==> src/rtl/if_pkg.sv <==
// if_pkg: shared default widths and fetch entry type for the instruction-fetch queue
package if_pkg;
  localparam int XLEN = 64;
  localparam int ILEN = 32;
  localparam int PC_INC = 4;
  typedef struct packed {
    logic [XLEN-1:0] pc;
    logic [ILEN-1:0] inst;
  } fetch_entry_t;
endpackage

==> src/rtl/fetch_fifo.sv <==
// fetch_fifo: synchronous FIFO with single-cycle flush
//   in : clk_i, rst_ni (sync, active-low), push_i, data_i, pop_i, flush_i
//   out: head_o (entry at read pointer), count_o (occupied entries)
module fetch_fifo #(
  parameter int WIDTH = 96,
  parameter int DEPTH = 4
) (
  input  logic                       clk_i,
  input  logic                       rst_ni,
  input  logic                       push_i,
  input  logic [WIDTH-1:0]           data_i,
  input  logic                       pop_i,
  input  logic                       flush_i,
  output logic [WIDTH-1:0]           head_o,
  output logic [$clog2(DEPTH+1)-1:0] count_o
);
  localparam int AW = $clog2(DEPTH);
  localparam int CW = $clog2(DEPTH+1);
  logic [WIDTH-1:0] mem_q [DEPTH];
  logic [AW-1:0]    wr_q, rd_q;
  logic [CW-1:0]    count_q;
  always_ff @(posedge clk_i)
    if (push_i) mem_q[wr_q] <= data_i;
  // DEPTH is a power of two, so pointers wrap by natural overflow
  always_ff @(posedge clk_i) begin
    if (!rst_ni || flush_i) begin
      wr_q    <= '0;
      rd_q    <= '0;
      count_q <= '0;
    end else begin
      wr_q    <= wr_q + AW'(push_i);
      rd_q    <= rd_q + AW'(pop_i);
      count_q <= count_q + CW'(push_i) - CW'(pop_i);
    end
  end
  assign head_o  = mem_q[rd_q];
  assign count_o = count_q;
endmodule

==> src/rtl/if_prefetch_queue.sv <==
// if_prefetch_queue: PC walker with single-outstanding imem requests and a prefetch queue to decode
//   imem side  : o_i_valid_addr/o_i_addr request, i_i_valid_inst/i_i_inst response
//   control    : i_redirect_valid/i_redirect_addr flush+refetch, i_inst_finish retire (BLOCKING)
//   decode side: o_inst_valid/o_inst/o_inst_addr head, i_inst_ready accept, o_count occupancy
module if_prefetch_queue import if_pkg::*; #(
  parameter int              XLEN     = if_pkg::XLEN,
  parameter int              ILEN     = if_pkg::ILEN,
  parameter int              DEPTH    = 4,
  parameter int              PC_INC   = if_pkg::PC_INC,
  parameter logic [XLEN-1:0] RESET_PC = '0,
  parameter int              BLOCKING = 1
) (
  input  logic                       i_clk,
  input  logic                       i_rst_n,
  output logic                       o_i_valid_addr,
  output logic [XLEN-1:0]            o_i_addr,
  input  logic                       i_i_valid_inst,
  input  logic [ILEN-1:0]            i_i_inst,
  input  logic                       i_redirect_valid,
  input  logic [XLEN-1:0]            i_redirect_addr,
  input  logic                       i_inst_finish,
  output logic                       o_inst_valid,
  output logic [ILEN-1:0]            o_inst,
  output logic [XLEN-1:0]            o_inst_addr,
  input  logic                       i_inst_ready,
  output logic [$clog2(DEPTH+1)-1:0] o_count
);
  localparam int CW = $clog2(DEPTH+1);
  typedef struct packed {
    logic [XLEN-1:0] pc;
    logic [ILEN-1:0] inst;
  } entry_t;
  logic [XLEN-1:0] fetch_pc_q, fetch_pc_d, req_pc_q, req_pc_d;
  logic            outstanding_q, outstanding_d, drop_q, drop_d, credit_q, credit_d;
  logic            req, resp, push, pop, inst_valid;
  logic [CW-1:0]   count;
  entry_t          head;
  fetch_fifo #(.WIDTH($bits(entry_t)), .DEPTH(DEPTH)) u_fifo (
    .clk_i   (i_clk),
    .rst_ni  (i_rst_n),
    .push_i  (push),
    .data_i  ({req_pc_q, i_i_inst}),
    .pop_i   (pop),
    .flush_i (i_redirect_valid),
    .head_o  (head),
    .count_o (count)
  );
  // Requests only when a slot is guaranteed for the response, so push never overflows.
  // A redirect discards a same-cycle response; an in-flight one is marked to be dropped.
  always_comb begin
    resp          = i_i_valid_inst && outstanding_q;
    req           = i_rst_n && !outstanding_q && count < CW'(DEPTH) && !i_redirect_valid;
    push          = resp && !drop_q && !i_redirect_valid;
    inst_valid    = i_rst_n && count != '0 && (credit_q || BLOCKING == 0) && !i_redirect_valid;
    pop           = inst_valid && i_inst_ready;
    fetch_pc_d    = i_redirect_valid ? i_redirect_addr : req ? fetch_pc_q + XLEN'(PC_INC) : fetch_pc_q;
    req_pc_d      = req ? fetch_pc_q : req_pc_q;
    outstanding_d = req || (outstanding_q && !i_i_valid_inst);
    drop_d        = i_redirect_valid ? outstanding_q && !i_i_valid_inst : drop_q && !resp;
    credit_d      = !pop && (i_redirect_valid || i_inst_finish || credit_q);
  end
  always_ff @(posedge i_clk) begin
    if (!i_rst_n) begin
      fetch_pc_q    <= RESET_PC;
      req_pc_q      <= '0;
      outstanding_q <= 1'b0;
      drop_q        <= 1'b0;
      credit_q      <= 1'b1;
    end else begin
      fetch_pc_q    <= fetch_pc_d;
      req_pc_q      <= req_pc_d;
      outstanding_q <= outstanding_d;
      drop_q        <= drop_d;
      credit_q      <= credit_d;
    end
  end
  assign o_i_valid_addr = req;
  assign o_i_addr       = i_rst_n ? fetch_pc_q : '0;
  assign o_inst_valid   = inst_valid;
  assign o_inst         = inst_valid ? head.inst : '0;
  assign o_inst_addr    = inst_valid ? head.pc : '0;
  assign o_count        = i_rst_n ? count : '0;
endmodule

==> config.mk <==
export PLATFORM = sky130hd
export DESIGN_NAME = if_prefetch_queue
export DESIGN_NICKNAME = d
export VERILOG_FILES = /design/src/rtl/if_pkg.sv /design/src/rtl/fetch_fifo.sv /design/src/rtl/if_prefetch_queue.sv
export SDC_FILE = /design/constraint.sdc
export NUM_CORES = 1
export LEC_CHECK = 0
export CAP_MARGIN = 20
export CORE_ASPECT_RATIO = 0.6
export CORE_MARGIN = 2
export CORE_UTILIZATION = 30
export CTS_BUF_LIST = sky130_fd_sc_hd__clkbuf_4 sky130_fd_sc_hd__clkbuf_8
export DETAILED_ROUTE_END_ITERATION = 8
export PLACE_DENSITY_LB_ADDON = 0.2
export REMOVE_ABC_BUFFERS = 1
export SETUP_SLACK_MARGIN = 0.3
export SLEW_MARGIN = 20
export SYNTH_ARGS = -nofsm -noshare
export SYNTH_HDL_FRONTEND = slang
export SYNTH_SLANG_ARGS = --single-unit
==> constraint.sdc <==
create_clock -name i_clk -period 8.8 [get_ports i_clk]
set_input_delay 1.32 -clock i_clk [delete_from_list [all_inputs] [get_ports i_clk]]
set_output_delay 1.32 -clock i_clk [all_outputs]
set_load 0.01 [all_outputs]
* Yosys cells after proc, flatten, opt, wreduce, memory -nomap -nowiden
Memories as Yosys holds them, arrays and structs flattened. A register that Yosys moved wholly into a read port is not among the register bits.
Index checks and enable logic that the tools add are counted.
** Cells by class
- $add $sub $neg :: 5
- Multiplexer cells :: 10
- Order comparisons :: 1
- Reductions and logical operators :: 26
** Operators by type and width (number)
- two-way mux 64 bit :: 4
- adder 64 x 3 -> 64 bit, second input constant :: 1
- two-way mux 32 bit :: 1
- logical AND 1 bit :: 13
- logical NOT 1 bit :: 7
- adder 2 x 1 -> 2 bit :: 2
- logical OR 1 bit :: 4
- adder 3 x 1 -> 3 bit :: 1
- < comparator 3 bit, second input constant :: 1
- two-way mux 1 bit :: 3
- two-way mux 3 bit :: 1
- nonzero test 3 bit :: 1
- subtractor 3 x 1 -> 3 bit :: 1
- two-way mux 2 bit :: 1
- nonzero test 2 bit :: 1
** Storage, ports and cells
- Register bits after elaboration :: 138
- Output and inout bits :: 165
- Memories kept :: 1
- Memory bits (writable) :: 384
** Memory list
- u_fifo.mem_q :: words 4, bits a word 96, rd ports 1, clocked after memory_dff 1, wr ports 1, RTL line fetch_fifo.sv:19 : logic [WIDTH-1:0] mem_q [DEPTH];

* Longest topological paths before layout
Gate-level depths: netlist of run 1.
- Word-level depth :: 7
- Mapped depth :: 10
- Gate-level depth less buffers :: 10

* By module
A second synthesis of run 1 with hierarchy kept.
** Unflattened totals
- Cell total of the unflattened synthesis :: 1543
- Area total of the unflattened synthesis :: 21635.8 sq um
** Modules (own cells, without submodules)
- fetch_fifo :: area each 14198.6 sq um, times used 1, cells an instance 534
- if_prefetch_queue :: area each 7437.1 sq um, times used 1, cells an instance 1009

* Least setup slack after synthesis of run 1
OpenSTA, ideal clock, no wires.
- Path kind :: input to register
- From :: input port i_redirect_valid
- To :: memory u_fifo.mem_q[0][0], enable pin
- Path slack :: -0.657 ns
- Path buffers :: 1
- Library setup time :: 0.688 ns
- Data required time :: 8.112 ns
- Arrival time :: 8.769 ns
- Stages :: 4
- Path through :: nor2_1 > and3_1 > clkbuf_1 > nor3b_1
** On the way
- Cells in the longest elaborated chain, start to end :: 4
** Ends and longest elaborated chain
- start, declared :: RTL line if_prefetch_queue.sv:19 : input logic i_redirect_valid,
- logical NOT 1 bit :: RTL line if_prefetch_queue.sv:53 : push = resp && !drop_q && !i_redirect_valid;
- logical AND 1 bit :: RTL line if_prefetch_queue.sv:53
- two-way mux 1 bit :: RTL line fetch_fifo.sv:23 : if (push_i) mem_q[wr_q] <= data_i;
- two-way mux 1 bit (not written as such) :: RTL line fetch_fifo.sv:23
- end, declared :: RTL line fetch_fifo.sv:19
Every way passes these cells.

* Final worst setup path of run 1
- From :: input port i_rst_n
- To :: output port o_inst[29]
** On the way
- Cells in the longest elaborated chain, start to end :: 4
** Ends and longest elaborated chain
- start, declared :: RTL line if_prefetch_queue.sv:14 : input logic i_rst_n,
- logical AND 1 bit (3 in a row) :: RTL line if_prefetch_queue.sv:54 : inst_valid = i_rst_n && count != '0 && (credit_q || BLOCKING == 0) && !i_redirect_valid;
- two-way mux 32 bit :: RTL line if_prefetch_queue.sv:80 : assign o_inst = inst_valid ? head.inst : '0;
- end, declared :: RTL line if_prefetch_queue.sv:23 : output logic [ILEN-1:0] o_inst,
Every way passes these cells.

==> qor.yml, run 1 <==
fin_nets: 1894
hold_viol: 0
r2r_cells: 5
clkTransAtPathRegs_ns: 0.06
cp_num_buf_inv: 2
finalHoldWorstSlack_ns: 0.483
initial_core_util_pct: 30.4
multi_input_area_um2: 6630
final_cell_mix: "edfxtp_1 (384), clkdlybuf4s50_1 (264), nand2_1 (167)"
cts_tree: "yes"
slew_violations: 0
p_leak_nw: 8.79
design_area_um2: 26700
fp.dieArea_um2: 73300
crit_arrival_ns: 4.16
synthTopCellsByArea: "edfxtp_1 (54%), dfxtp_1 (13%), mux4_2 (10%)"
htree_levels: 3
gp_congestion: 0.814
clockBufferDepth: 3
ant_nets: 0
grt_first_pass_wirelength_um: 91100
wire_per_inst_um: 22.5
syn_area_um2: 21300
hpwl_um: 39300
run_status: "finished, final reports clean"
drt_iter0_drc: 992
power_density_nw_per_um2: 189
tightest_slew_ns: 1.05
root_buffer: "clkbuf_8"
max_stage_delay_ns: 0.88
rows: 75
final.min_clock_period_ns: 5.48
grt_setup_unrepaired: "no"
dp_slack_ns: 3.21
cts_resized: 0
setup_violations: 0
r2r-end: "fetch_pc_q[43]"
synth_edf_count: 384
hold_class: "reg -> reg"
finClkSkew_ns: 0.0191
syn2layout_area_growth_pct: 25.4
syn_avg_cell_area_um2: 14.1
synthFlopType: "edfxtp_1"
placed_cell_area_um2: 25000
r2r_start: "fetch_pc_q[4]"
ir_drop_mv: 0.0718
worstPathRequired_ns: 7.48
final_cells: 2779
ios: 267
grt_start_max_net_pins: 100
dp_cells: 2627
final_common_cell: "edfxtp_1"
grt_pass1_vias: 13638
critical_path_class: "in -> out"
max_freq_mhz: 183
drt_pass1_iterations: 5
hold_buffers: 0
synth-seq-area-share_pct: 67.0
finalCritPeriodShare_pct: 62.2
die_h_um: 210
cp.depth: 5
nFillCells: 6612
crit_chain: "buf_4, nor2b_1, o311a_4, and2_1, clkdlybuf4s50_1"
synth_top_area_share_pct: 54.1
track_usage_pct: 17.0
vias_per_cell: 4.92
start_kind: "input pin"
cp-end-kind: "output port"
synth_top_area_cell: "edfxtp_1"
drive_gt1_share_pct: 15.5
core_um2: 70100
drt-total-wl_um: 62400
cts_buffers: 81
endpoint: "o_inst[29]"
crit_path_max_fanout: 99
worstSetupStartpoint: "i_rst_n"
port_buffers: 266
vias: 13678
syn_inst: 1511
synthArstFlopShare_pct: 0
numClockSinks: 522
synth_warnings: 0
synthDistinctLibCells: 59
crit_family: "buffers and inverters"
reg2reg_setup_slack_ns: 5.31
postCtsSetupBuffers: 0
cpMaxStageDelayCell: "o311a_4"
maxCapViolCount: 0
layout_setup_ws_ns: 3.32
slew_headroom_pct: 29.4
die_w_um: 348
register_area_um2: 14300
remaining_drc_errors: 0
clock_latency_ns: 0.67
grt_antenna_before_repair: 6
synth-seq-cells: 522
grt.overflow.total: 0
-- where the power goes --
group | internal, mW | switching [mW]
Clock | 1.14 | 0.973
Sequential | 2.66 | 0.0554
Combinational | 0.108 | 0.121
-- final cells by class --
type | instances | share of cell area, %
clock inverter | 30 | 0.796
sequential | 522 | 53.5
multi-input combinational | 876 | 24.8
clock buffer | 120 | 5.52
tap | 924 | 4.33
inverter | 15 | 0.229
antenna | 1 | 0.00936
timing repair buffer | 291 | 10.8
-- metrics by stage --
stage | TNS, ns | util, % | total power [mW]
after global placement | 0 | 35.6 | 3.00
final | 0 | 38.1 | 5.06
after detailed placement | 0 | 35.7 | 3.00
after CTS | 0 | 38.1 | 5.15
after global routing | 0 | 38.1 | 5.27
after floorplan | -55.00 | - | 2.84
-- how the worst min path moves through the flow --
stage	cells past startpoint	end	from
CTS	2	req_pc_q[1]	fetch_pc_q[1]
finish	2	req_pc_q[1]	fetch_pc_q[1]
global placement	0	u_fifo.mem_q[1][76]	req_pc_q[44]
floorplan	2	req_pc_q[1]	fetch_pc_q[1]
global route	2	req_pc_q[1]	fetch_pc_q[1]
detailed placement	2	req_pc_q[1]	fetch_pc_q[1]
-- synthesized netlist by cell type, types with 3 or more instances --
master,count
inv_1,14
o211ai_1,3
xnor2_1,19
or4_1,8
nand2_1,168
nor2b_1,8
clkbuf_1,77
ha_1,4
dfxtp_1,138
xor2_1,11
mux2i_1,8
buf_2,6
nor3_1,20
a211o_1,4
buf_1,13
and4_1,6
nand3_1,30
o21ai_0,42
and2_1,163
or3_1,13
and3_1,14
nand4_1,26
nor4_1,13
edfxtp_1,384
a211oi_1,11
a31oi_1,13
a21oi_1,85
mux4_2,96
o31ai_1,5
nor2_1,60
a311oi_1,11
-- cells by family after synthesis --
| group | synth area share [%] |
|---|---|
| buffers and inverters | 2.07 |
| and+or+nand+nor | 13.5 |
| DFF | 67.0 |
| muxes | 10.6 |
| xor gates and xnor gates | 1.23 |
| adders and majority gates | 0.329 |
| AOI/OAI and AO/OA | 5.16 |
-- routing by layer --
metal	up-vias	wire length [um]	track usage (%)
li1	6243	-	-
met4	4	1270	4.76
met3	96	3540	3.98
met5	-	27	0
met2	390	27500	25.2
met1	6945	30100	24.7
-- flip-flops by register name, indices dropped and copies added, names as in the netlist --
name            cells
u_fifo.count_o      3
u_fifo.wr_q         2
fetch_pc_q         64
u_fifo.mem_q      384
outstanding_q       1
credit_q            1
req_pc_q           64
drop_q              1
u_fifo.rd_q         2
-- worst reg2reg max path, stage by stage (launching register included) --
cell and delay, ns:
dfxtp_1 0.54, nand4_1 0.52, nor4_2 1.00, nand3_1 0.60, or4_1 0.58, a31oi_1 0.18
(Power assumes the default switching activity.)
==> inputs of run 2 (changes only) <==
==> constraint.sdc (replaced) <==
create_clock -name i_clk -period 4.6 [get_ports i_clk]
set_input_delay 0.69 -clock i_clk [delete_from_list [all_inputs] [get_ports i_clk]]
set_output_delay 0.69 -clock i_clk [all_outputs]
set_load 0.01 [all_outputs]
==> run 2 against run 1 <==
Compared with the run above: global-route usage rose by 0.50 points; sequential share of layout area fell by 0.45 points; critical path type is now reg -> out; critical path depth fell by 1; die area did not move; wire length rose by 2.7%; sequential power rose by 91%; design area rose by 0.86%; worst hold slack got worse by 0.066 ns; total power rose by 96%; via count rose by 0.92%.
==> qor.yml, run 2 (same netlist as run 1, synthesis figures left out) <==
run_status: "finished, final reports clean"
intPower_mw: 7.72  # +97%
cts_tree: "yes"
layout_setup_ws_ns: 0.704  # -2.62 ns
cts_buffers: 83  # +2.5%
final.min_clock_period_ns: 3.90
remaining_drc_errors: 0  # unchanged
drt_iter0_drc: 1134  # +14%
wire_per_inst_um: 22.9  # +2.2%
hold_depth: 3  # +1
clockBufferDepth: 3  # unchanged
slew_violations: 0  # unchanged
clock_latency_ns: 0.67  # about the same
reg_top3: "u_fifo.mem_q x384, fetch_pc_q x64, req_pc_q x64"
min_from: "i_rst_n"
cp-end-kind: "output port"
combPwrFrac_pct: 4.5  # about the same
max_stage_delay_ns: 0.70  # -0.18 ns
wl_met2_um: 27600  # +0.42%
reg2reg_setup_slack_ns: 0.96  # -4.35 ns
finClkSkew_ns: 0.0239  # +0.00483 ns
critical_path_class: "reg -> out"
hpwl_um: 40800  # +3.9%
grt_start_max_net_pins: 70  # -30%
crit_family: "buffers and inverters"
dp_cells: 2635  # +0.30%
design_area_um2: 27000  # +0.86%
max_freq_mhz: 257
initial_core_util_pct: 30.4  # unchanged
grt_antenna_before_repair: 9  # +3
finalHoldWorstSlack_ns: 0.417  # -0.0664 ns
crit_path_max_fanout: 24  # -76%
worstPathRequired_ns: 3.91  # -3.57 ns
switching_share_pct: 22.2  # -0.47 points
postCtsSetupBuffers: 0  # unchanged
dp_slack_ns: 0.948  # -2.26 ns
vias_per_cell: 4.94  # +0.42%
final_common_cell: "edfxtp_1"
drive_gt1_share_pct: 16.0  # +0.54 points
setup_violations: 0  # unchanged
slew_headroom_pct: 22.9  # -6.5 points
r2r_start: "fetch_pc_q[4]"
drt-total-wl_um: 64100  # +2.7%
die_w_um: 348  # unchanged
r2r_cells: 5  # unchanged
grt.overflow.total: 0  # unchanged
top_layer: "met5"
p_leak_nw: 8.91  # +1.3%
seq_power_share_pct: 52.4  # -1.3 points
final_cell_mix: "edfxtp_1 (384), clkdlybuf4s50_1 (264), nand2_1 (167)"
grt_pass1_vias: 14071  # +3.2%
vias: 13804  # +0.92%
clkTransAtPathRegs_ns: 0.06  # about the same
largest_reg_flops: 384  # unchanged
ios: 267  # unchanged
grt_first_pass_wirelength_um: 93500  # +2.7%
crit_chain: "nor2_1, nand2_4, clkinv_2, clkdlybuf4s50_1"
grt_setup_unrepaired: "no"
drt_pass1_iterations: 5  # unchanged
numClockSinks: 522  # unchanged
power_density_nw_per_um2: 368  # +94%
rows: 75  # unchanged
maxCapViolCount: 0  # unchanged
cts_resized: 0  # unchanged
r2r-end: "fetch_pc_q[47]"
root_buffer: "clkbuf_8"
cp_num_buf_inv: 2  # unchanged
p_clk_share_pct: 43.1  # +1.3 points
p_sw_mw: 2.21  # +92%
drt-met1-wl_um: 30200  # +0.46%
placed_cell_area_um2: 25200  # +0.59%
hold_class: "in -> reg"
htree_levels: 3  # unchanged
hold_viol: 0  # unchanged
setup_tns_ns: 0  # unchanged
port_buffers: 266  # unchanged
met3WireLength_um: 4540  # +28%
largest-register: "u_fifo.mem_q"
syn2layout_area_growth_pct: 26.4
die_h_um: 210  # unchanged
holdPathEnd: "fetch_pc_q[45]"
hold_buffers: 0  # unchanged
worstSetupStartpoint: "u_fifo.count_o[2]"
final_cells: 2793  # +0.50%
finalCritPeriodShare_pct: 84.7
fp.dieArea_um2: 73300  # unchanged
fin_nets: 1903  # +0.48%
cpMaxStageDelayCell: "nor2_1"
ant_nets: 0  # unchanged
gp_congestion: 0.812  # -0.31%
crit_arrival_ns: 3.21  # -0.95 ns
track_usage_pct: 17.5  # +0.50 points
start_kind: "register"
core_um2: 70100  # unchanged
ir_drop_mv: 0.159  # +120%
tightest_slew_ns: 1.15  # +0.0978 ns
-- run 2: cell types whose count changed in the layout (fill, tap and decap cells not counted), sizes merged --
cell      before  now
clkinvlp       5    1
clkinv        22   20
buf           27   34
diode          1    3
bufinv         2    5
clkbuf       120  128
-- run 2: worst max path at each step --
stage,to,slack (ns),depth (start not counted)
2_1_floorplan,u_fifo.mem_q[0][0],-4.14,3
3_3_place_gp,u_fifo.count_o[2],0.93,12
3_5_place_dp,u_fifo.count_o[2],0.95,12
4_1_cts,o_i_valid_addr,0.62,4
5_1_grt,o_i_valid_addr,0.52,4
6_report,o_i_valid_addr,0.70,4
-- run 2: per-layer routing --
metal / global-route usage (%) / vias to the layer above
met5: 0 / -
met4: 5.69 / 6
met3: 4.69 / 112
met2: 25.6 / 444
met1: 25.0 / 6965
li1: - / 6277
-- run 2: final cells by class --
class | instances | area, um^2
Inverter | 15 | 61.3
Timing Repair Buffer | 298 | 3010
Clock inverter | 27 | 263
Tap cell | 924 | 1160
Multi-Input combinational cell | 876 | 6630
Sequential cell | 522 | 14300
Clock buffer | 128 | 1530
Antenna cell | 3 | 7.51
Fill cell | 6617 | 43100
-- run 2: power groups by stage --
stage                     sequential (mW)  combinational (mW)  clock, mW
after detailed placement             5.30               0.450          0
after CTS                            5.20               0.452       4.42
final                                5.20               0.446       4.28
after global routing                 5.21               0.483       4.61
after floorplan                      5.26               0.179          0
after global placement               5.30               0.445          0
-- run 2: worst min-delay path: cells and delay by family --
kind / cells / cell delay, ns
AO/OA/AOI/OAI: 2 / 0.16
buffers and inverters: 1 / 0.18
-- run 2: through the flow --
stage / utilization, % / total power, mW
CTS: 38.4 / 10.1
global placement: 35.9 / 5.74
finish: 38.5 / 9.92
global route: 38.4 / 10.3
detailed placement: 35.9 / 5.75
floorplan: - / 5.44
==> inputs of run 3 (changes only) <==
==> constraint.sdc (replaced) <==
create_clock -name i_clk -period 4 [get_ports i_clk]
set_input_delay 0.6 -clock i_clk [delete_from_list [all_inputs] [get_ports i_clk]]
set_output_delay 0.6 -clock i_clk [all_outputs]
set_load 0.01 [all_outputs]
==> run 3 against run 2 <==
Compared with the run above: clock power increased by 21%; non-clock buffer count increased by 11; via count increased by 0.75%; die area unchanged; design area increased by 0.95%; critical path type unchanged; highest routed layer unchanged.
==> qor.yml, run 3 (same netlist as run 1, synthesis figures left out) <==
reg_top3: "u_fifo.mem_q x384, fetch_pc_q x64, req_pc_q x64"
vias_per_cell: 4.95  # +0.14%
cp-end-kind: "output port"
hpwl_um: 40500  # -0.67%
grt_pass1_vias: 13970  # -0.72%
hold_buffers: 0  # unchanged
run_status: "finished, final reports clean"
initial_core_util_pct: 30.4  # unchanged
worstPathRequired_ns: 3.40  # -0.51 ns
clkTransAtPathRegs_ns: 0.06  # about the same
max_freq_mhz: 284
largest_reg_flops: 384  # unchanged
grt.overflow.total: 0  # unchanged
tightest_slew_ns: 1.01  # -0.133 ns
drive_gt1_share_pct: 16.9  # +0.89 points
final_common_cell: "edfxtp_1"
final.min_clock_period_ns: 3.52
vias: 13908  # +0.75%
cts_resized: 0  # unchanged
ir_drop_mv: 0.161  # +1.2%
fin_nets: 1915  # +0.63%
final_cell_mix: "edfxtp_1 (384), clkdlybuf4s50_1 (260), nand2_1 (167)"
setup_violations: 0  # unchanged
htree_levels: 3  # unchanged
root_buffer: "clkbuf_8"
crit_path_max_fanout: 70  # +190%
port_buffers: 266  # unchanged
track_usage_pct: 17.5  # +0.083 points
drt_pass1_iterations: 5  # unchanged
remaining_drc_errors: 0  # unchanged
drt-total-wl_um: 64900  # +1.2%
nFillCells: 6642  # +0.38%
die_h_um: 210  # unchanged
ant_nets: 0  # unchanged
finClkSkew_ns: 0.0342  # +0.0103 ns
slew_headroom_pct: 32.2  # +9.3 points
hold_class: "in -> reg"
fp.dieArea_um2: 73300  # unchanged
clockBufferDepth: 3  # unchanged
syn2layout_area_growth_pct: 27.6
ios: 267  # unchanged
core_um2: 70100  # unchanged
die_w_um: 348  # unchanged
hold_viol: 0  # unchanged
clock_latency_ns: 0.68  # about the same
dp_cells: 2646  # +0.42%
slew_violations: 0  # unchanged
p_leak_nw: 9.03  # +1.4%
critical_path_class: "reg -> out"
power_density_nw_per_um2: 429  # +17%
postCtsSetupBuffers: 0  # unchanged
finalCritPeriodShare_pct: 88.1
crit_arrival_ns: 2.92  # -0.29 ns
final_cells: 2810  # +0.61%
grt_start_max_net_pins: 104  # +49%
gp_congestion: 0.816  # +0.51%
start_kind: "register"
rows: 75  # unchanged
maxCapViolCount: 0  # unchanged
largest-register: "u_fifo.mem_q"
grt_antenna_before_repair: 10  # +1
fin_util_pct: 38.8  # +0.37 points
cts_buffers: 84  # +1.2%
numClockSinks: 522  # unchanged
grt_setup_unrepaired: "no"
wire_per_inst_um: 23.1  # +0.62%
grt_first_pass_wirelength_um: 93800  # +0.26%
cts_tree: "yes"
drt_iter0_drc: 1123  # -0.97%
==> run 3: changes by cell type in the layout (fill, tap and decap cells not counted), moves of 2 or more <==
cell	before	now
buf_12	9	14
buf_4	24	34
bufinv_16	5	7
clkbuf_4	37	28
clkbuf_8	91	99
clkdlybuf4s50_1	264	260
clkinv_2	11	14
clkinvlp_4	1	3
diode_2	3	6
inv_6	3	0
==> run 3: report_power, final <==
part / switching [mW] / leakage, nW / internal, mW
combinational: 0.278 / 3.08 / 0.248
clock: 2.20 / 1.01 / 2.98
sequential: 0.118 / 4.94 / 5.86
==> run 3: stage by stage <==
step | hold slack [ns] | power, mW | setup TNS, ns | setup WS [ns] | cell area, um^2
6_report | 0.480 | 11.7 | 0 | 0.475 | 27200
5_1_grt | 0.444 | 12.1 | 0 | 0.325 | 27200
4_1_cts | 0.406 | 11.9 | 0 | 0.369 | 27200
3_5_place_dp | 0.467 | 6.63 | 0 | 0.754 | 25300
3_3_place_gp | 0.458 | 6.62 | 0 | 0.768 | 25300
2_1_floorplan | 0.440 | 6.25 | -894.16 | -4.65 | 20900
==> run 3: worst paths after layout <==
kind	start	to	slack, ns	depth (start not counted)
worst max-delay path	u_fifo.rd_q[0]	o_inst_addr[10]	0.48	4
worst min-delay path	i_redirect_valid	u_fifo.count_o[0]	0.48	4
worst max register to register	fetch_pc_q[2]	fetch_pc_q[62]	1.06	7
worst min register to register	fetch_pc_q[1]	req_pc_q[1]	0.49	2
==> run 3: layout make-up <==
cell class / count / area, um^2 / share of cell area [%]
inverter: 15 / 61.3 / 0.225
antenna: 6 / 15.0 / 0.0552
tap: 924 / 1160 / 4.25
clock buffer: 127 / 1570 / 5.78
timing repair buffer: 309 / 3140 / 11.5
multi-input combinational: 876 / 6630 / 24.4
sequential: 522 / 14300 / 52.6
clock inverter: 31 / 334 / 1.23
==> run 3: per-layer routing <==
layer	global-route usage [%]	vias up	share of wire [%]
li1	-	6307	-
met1	25.1	7066	47
met2	26.1	431	44
met3	4.98	98	7.5
met4	4.61	6	1.8
met5	0	-	0.052
==> run 3: critical path: stages (launching register included) <==
cell and delay [ns]:
dfxtp_4 0.36, buf_12 0.50, mux4_2 0.65, and2_1 0.19
clkdlybuf4s50_1 0.48
